$ cat src/rtl/pin_entry_controller.sv
// Keypad PIN collector for the account authenticator; status sampled SETTLE_CYCLES after submit, result pulses one cycle later.
// Optional ENTRY_TIMEOUT_EN adds an inactivity timeout in ENTRY; no backpressure, strobes outside ENTRY are dropped.
module pin_entry_controller #(
   parameter int PIN_DIGITS     = 4,
   parameter int MAX_TRIES      = 3,
   parameter int SETTLE_CYCLES  = 2,
   parameter int TIMEOUT_CYCLES = 1000
) (
   input  logic        clk,
   input  logic        rst,
   input  logic        card_inserted,
   input  logic [3:0]  card_acc_num,
   input  logic        digit_valid,
   input  logic [3:0]  digit,
   input  logic        clear,
   input  logic        enter,
   input  logic        acc_found_stat,
   input  logic        acc_auth_stat,
   output logic [3:0]  acc_num,
   output logic [15:0] pin,
   output logic [2:0]  digit_count,
   output logic [2:0]  attempts_left,
   output logic        busy,
   output logic        auth_ok,
   output logic        auth_fail,
   output logic        no_account,
   output logic        granted,
   output logic        locked,
   output logic        timeout
);

   typedef enum logic [2:0] {IDLE, ENTRY, CHECK, GRANTED, LOCKED} state_t;

   localparam int            SW        = (SETTLE_CYCLES > 1) ? $clog2(SETTLE_CYCLES + 1) : 1;
   localparam logic [SW-1:0] SETTLE_LD = SW'(SETTLE_CYCLES);
   localparam logic [2:0]    PIN_LEN   = 3'(PIN_DIGITS);
   localparam logic [2:0]    TRIES     = 3'(MAX_TRIES);

   state_t          state, state_nx;
   logic [3:0]      acc_nx;
   logic [15:0]     pin_nx;
   logic [2:0]      cnt_nx, att_nx;
   logic [SW-1:0]   settle, settle_nx;
   logic            ok_nx, fail_nx, noacc_nx;

`ifdef ENTRY_TIMEOUT_EN
   localparam logic [15:0] TMO_LAST = 16'(TIMEOUT_CYCLES - 1);
   logic [15:0] tmo_cnt, tmo_cnt_nx;
   logic        tmo_nx, tmo_r;
`endif

   always_comb begin
      state_nx  = state;
      acc_nx    = acc_num;
      pin_nx    = pin;
      cnt_nx    = digit_count;
      att_nx    = attempts_left;
      settle_nx = settle;
      ok_nx     = 1'b0;
      fail_nx   = 1'b0;
      noacc_nx  = 1'b0;
`ifdef ENTRY_TIMEOUT_EN
      tmo_cnt_nx = '0;
      tmo_nx     = 1'b0;
`endif
      case (state)
         IDLE: begin
            if (card_inserted) begin
               state_nx = ENTRY;
               acc_nx   = card_acc_num;
               pin_nx   = '0;
               cnt_nx   = '0;
               att_nx   = TRIES;
            end
         end
         ENTRY: begin
            if (clear) begin
               pin_nx = '0;
               cnt_nx = '0;
            end else if (digit_valid) begin
               if (digit <= 4'd9 && digit_count < PIN_LEN) begin
                  pin_nx = pin * 16'd10 + {12'd0, digit};
                  cnt_nx = digit_count + 3'd1;
               end
            end else if (enter && digit_count == PIN_LEN) begin
               state_nx  = CHECK;
               settle_nx = SETTLE_LD;
            end
`ifdef ENTRY_TIMEOUT_EN
            // Any keypad strobe restarts the inactivity window.
            if (!(clear || digit_valid || enter)) begin
               if (tmo_cnt == TMO_LAST) begin
                  tmo_nx   = 1'b1;
                  state_nx = IDLE;
                  pin_nx   = '0;
                  cnt_nx   = '0;
                  acc_nx   = '0;
               end else begin
                  tmo_cnt_nx = tmo_cnt + 16'd1;
               end
            end
`endif
         end
         CHECK: begin
            // Final settle cycle: authenticator outputs are stable now.
            if (settle == SW'(1)) begin
               if (!acc_found_stat) begin
                  noacc_nx = 1'b1;
                  state_nx = LOCKED;
                  pin_nx   = '0;
               end else if (acc_auth_stat) begin
                  ok_nx    = 1'b1;
                  state_nx = GRANTED;
               end else begin
                  fail_nx = 1'b1;
                  att_nx  = attempts_left - 3'd1;
                  pin_nx  = '0;
                  cnt_nx  = '0;
                  state_nx = (attempts_left == 3'd1) ? LOCKED : ENTRY;
               end
            end else begin
               settle_nx = settle - SW'(1);
            end
         end
         LOCKED:  pin_nx = '0;
         default: ;
      endcase

      // Card removal overrides everything, including a same-cycle status sample.
      if (state != IDLE && !card_inserted) begin
         state_nx = IDLE;
         acc_nx   = '0;
         pin_nx   = '0;
         cnt_nx   = '0;
         ok_nx    = 1'b0;
         fail_nx  = 1'b0;
         noacc_nx = 1'b0;
`ifdef ENTRY_TIMEOUT_EN
         tmo_nx     = 1'b0;
         tmo_cnt_nx = '0;
`endif
      end
   end

   always_ff @(posedge clk or posedge rst) begin
      if (rst) begin
         state         <= IDLE;
         acc_num       <= '0;
         pin           <= '0;
         digit_count   <= '0;
         attempts_left <= TRIES;
         settle        <= '0;
         auth_ok       <= 1'b0;
         auth_fail     <= 1'b0;
         no_account    <= 1'b0;
      end else begin
         state         <= state_nx;
         acc_num       <= acc_nx;
         pin           <= pin_nx;
         digit_count   <= cnt_nx;
         attempts_left <= att_nx;
         settle        <= settle_nx;
         auth_ok       <= ok_nx;
         auth_fail     <= fail_nx;
         no_account    <= noacc_nx;
      end
   end

`ifdef ENTRY_TIMEOUT_EN
   always_ff @(posedge clk or posedge rst) begin
      if (rst) begin
         tmo_cnt <= '0;
         tmo_r   <= 1'b0;
      end else begin
         tmo_cnt <= tmo_cnt_nx;
         tmo_r   <= tmo_nx;
      end
   end
   assign timeout = tmo_r;
`else
   // Without the feature ENTRY waits forever; the parameter is kept for a uniform interface.
   assign timeout = (TIMEOUT_CYCLES < 0);
`endif

   assign busy    = (state == CHECK);
   assign granted = (state == GRANTED);
   assign locked  = (state == LOCKED);

endmodule

$ cat config.mk
export PLATFORM = sky130hd
export DESIGN_NAME = pin_entry_controller
export DESIGN_NICKNAME = d
export VERILOG_FILES = /design/src/rtl/pin_entry_controller.sv
export SDC_FILE = /design/constraint.sdc
export NUM_CORES = 1
export LEC_CHECK = 0
export CAP_MARGIN = 20
export CORE_UTILIZATION = 55
export CTS_CLUSTER_DIAMETER = 200
export DETAILED_ROUTE_END_ITERATION = 7
export GPL_TIMING_DRIVEN = 0
export PLACE_DENSITY = 0.81
export RECOVER_POWER = 50
export SLEW_MARGIN = 20
export SYNTH_ARGS = -nofsm -noshare
export SYNTH_HDL_FRONTEND = slang
export SYNTH_SLANG_ARGS = --single-unit
export TNS_END_PERCENT = 5
$ cat constraint.sdc
create_clock -name clk -period 7.6 [get_ports clk]
set_input_delay 0.76 -clock clk [delete_from_list [all_inputs] [get_ports clk]]
set_output_delay 0.76 -clock clk [all_outputs]
set_load 0.05 [all_outputs]
==> flow_metrics.py <==
metrics = {
    "run_status": {
        "status": "finished clean",
    },
    "clocking": {
        "clk_path_buf_depth": 2,
        "cts.sinks": 34,
        "cts_hold_buffers": 0,
        "cts_tree": "done",
        "cts_buffers": 5,
        "path_clk_slew_ps": 70,
        "insertion_delay_ps": 280,
        "h-tree-depth": 2,
        "cts-root-buf": "clkbuf_8",
        "post_cts_buffers": 0,
        "cts_resized": 0,
    },
    "critical_path": {
        "worstReg2RegStart": "state[1]",
        "crit_path_start": "state[1]",
        "worstSetupStartpointType": "flop",
        "endpoint": "pin[0]",
        "crit_path_max_fanout": 10,
        "cp.arrival_ps": 3370,
        "cp.required_ps": 7750,
        "r2r_end": "pin[0]",
        "worst_setup_path_end_kind": "flop",
        "rr_worst_depth": 9,
        "path_class": "flop to flop",
        "regToRegSetupSlack_ps": 4380,
    },
    "logic_synthesis": {
        "muxShareOfSynthArea": 0.0119,
        "synthAdderAreaFrac": 0.170,
        "syn_nets": 347,
        "yosys_register_bits": 34,
        "synth_area_um2": 2740,
        "synth_top_cell_area_share": 0.293,
        "synthTopCellsByArea": "dfrtp_1, ha_1, nand2_1",
        "async_reset_ff_frac": 1.00,
        "synth_flop_cell": "dfrtp_1",
        "synth_cells": 295,
        "synth_top_family_by_area": "compound AO/OA/AOI/OAI gates",
        "ys_warn_count": 0,
        "syn_avg_cell_area_um2": 9.28,
        "ys_types": 61,
        "yosys.area_share.xor_xnor": 0.0699,
        "synth_edf_count": 0,
        "yosys.area_share.simple": 0.195,
        "synth_compound_area_frac": 0.207,
        "synth-seq-area-share": 0.312,
        "synth_top_cell_by_area": "dfrtp_1",
    },
    "sta": {
        "hold_ws_ps": 477,
        "max_freq_mhz": 311,
        "fin_crit_sh": 0.423,
        "maxSlewHeadroom": 0.139,
        "report.final.slew_viol_count": 0,
        "rsz0062_at_grt": "no",
        "worst_clock_skew_ps": 6.85,
        "hold_viol_final": 0,
        "tightest_slew_ps": 1290,
        "setup_tns_ps": 0,
        "setup_viol": 0,
        "period_needed_ps": 3220,
    },
    "routing": {
        "routed-via-count": 2417,
        "dr.pass1.iters": 4,
        "wl_um": 6070,
        "detail_route.wl_per_cell_um": 14.6,
        "dr_wl_met3_um": 280,
        "dr_wl_met2_um": 2960,
        "drc": 0,
        "wl_met1_um": 2710,
        "top_layer": "met4",
        "viasPerCell": 5.80,
        "antenna_left": 0,
        "drt-initial-drc-count": 133,
    },
    "floorplanning": {
        "start_util": 0.576,
        "num_rows": 25,
        "die-area_um2": 5260,
        "coreArea_um2": 4750,
        "fp.dieW_um": 72.6,
        "ios": 49,
        "fp.dieH_um": 72.6,
    },
    "placed_design": {
        "hpwl_um": 4820,
        "numPortBuffers": 47,
        "gp_congestion": 0.930,
        "dp_cells": 409,
    },
    "global_route": {
        "grt_max_degree": 35,
        "gr-total-overflow": 0,
        "track_usage": 0.245,
        "antenna_found_initial": 0,
        "grt_pass1_wl_um": 9980,
        "grt_pass1_vias": 2224,
    },
    "layout": {
        "fill_cells": 388,
        "diodes": 0,
        "layout-drive-gt1-share": 0.0886,
        "fin_cells": 417,
        "area_delta_synth_final_pct": 23.6,
        "nets": 401,
    },
    "power_and_ir_drop": {
        "power_mw": 0.924,
        "leakage_nw": 1.54,
        "ir_worst_vdd_v": 0.000235,
        "power.density_nw_per_um2": 273,
    },
    "run": {
        "cap_violations": 0,
    },
    "worst_hold_path": {
        "worstHoldPathType": "flop to flop",
        "hp-start": "pin[15]",
    },
}
==> cells in the mapped netlist (3+ instances only) <==
master	count
a21oi_1	13
xnor2_1	9
clkbuf_1	6
nor2_1	23
inv_1	13
xor2_1	11
nor3b_1	5
a22o_1	6
nand2_1	34
nor3_1	4
nand3b_1	4
nand3_1	5
dfrtp_1	32
nand4_1	3
ha_1	34
o31ai_1	8
o21a_1	4
o21ai_0	22
a211oi_1	4
==> final cells by class <==
class / instances / area [um^2] / area share
Sequential cell: 34 / 853 / 0.252
Buffer: 9 / 40.0 / 0.0118
Clock inverter: 1 / 5.00 / 0.00148
Inverter: 14 / 52.6 / 0.0155
Clock buffer: 7 / 86.3 / 0.0255
Tap cell: 67 / 83.8 / 0.0248
Multi-Input combinational cell: 238 / 1790 / 0.530
Timing Repair Buffer: 47 / 470 / 0.139
==> per-layer routing <==
| layer | track usage | vias to the layer above |
|---|---|---|
| li1 | - | 1181 |
| met5 | 0 | - |
| met4 | 0.0763 | 0 |
| met1 | 0.313 | 1157 |
| met2 | 0.422 | 67 |
| met3 | 0.0417 | 12 |
==> worst max-delay path: stages, from the launching register on <==
cell	delay [ps]
dfrtp_1	440
clkbuf_1	240
or3_1	470
ha_1	230
or4b_1	510
nor2_1	450
a211oi_2	180
nand3_2	200
buf_2	260
o21ai_0	120
==> sequential cells by signal, indices dropped and copies added, names as in the netlist <==
register	count
acc_num	4
digit_count	3
no_account	1
state	3
attempts_left	3
auth_fail	1
pin	16
settle	2
auth_ok	1
==> worst min path at each step <==
stage                     end  slack (ps)  depth (start not counted)
global placement      pin[15]         470                          2
global route        settle[0]         520                          1
floorplan           settle[0]         460                          1
finish                pin[15]         480                          2
CTS                   pin[15]         490                          2
detailed placement    pin[15]         470                          2
==> cell usage in the layout, fill, tap and decap left out, types with 5 or more instances in the layout <==
cell type / n
a21oi_1: 13
nand2_1: 34
clkdlybuf4s50_1: 37
clkbuf_1: 7
ha_1: 34
o31ai_1: 8
xor2_1: 11
dfrtp_1: 32
inv_1: 13
o21ai_0: 22
xnor2_1: 9
clkbuf_8: 6
dlygate4sd3_1: 10
nor2_1: 23
nor3b_1: 5
a22o_1: 6
nand3_1: 5
==> where the power goes <==
part / switching (mW) / internal [mW]
Combinational: 0.349 / 0.183
Clock: 0.0630 / 0.0731
Sequential: 0.0350 / 0.222
Total: 0.447 / 0.478
==> kinds of logic after synthesis <==
family | after synthesis
compound gates | 78
buf+inv | 23
mux | 3
fa+ha+maj | 36
xor+xnor | 21
simple gates | 99
other cells | 1
flops | 34
==> per-stage QoR <==
| stage | setup WS [ps] | util | area [um^2] |
|---|---|---|---|
| floorplan | 4560 | - | 2740 |
| global placement | 4210 | 0.692 | 3290 |
| detailed placement | 4160 | 0.692 | 3290 |
| CTS | 4370 | 0.712 | 3380 |
| global route | 4160 | 0.712 | 3380 |
| finish | 4380 | 0.712 | 3380 |
Note: power is estimated with default switching activity, not from simulation.
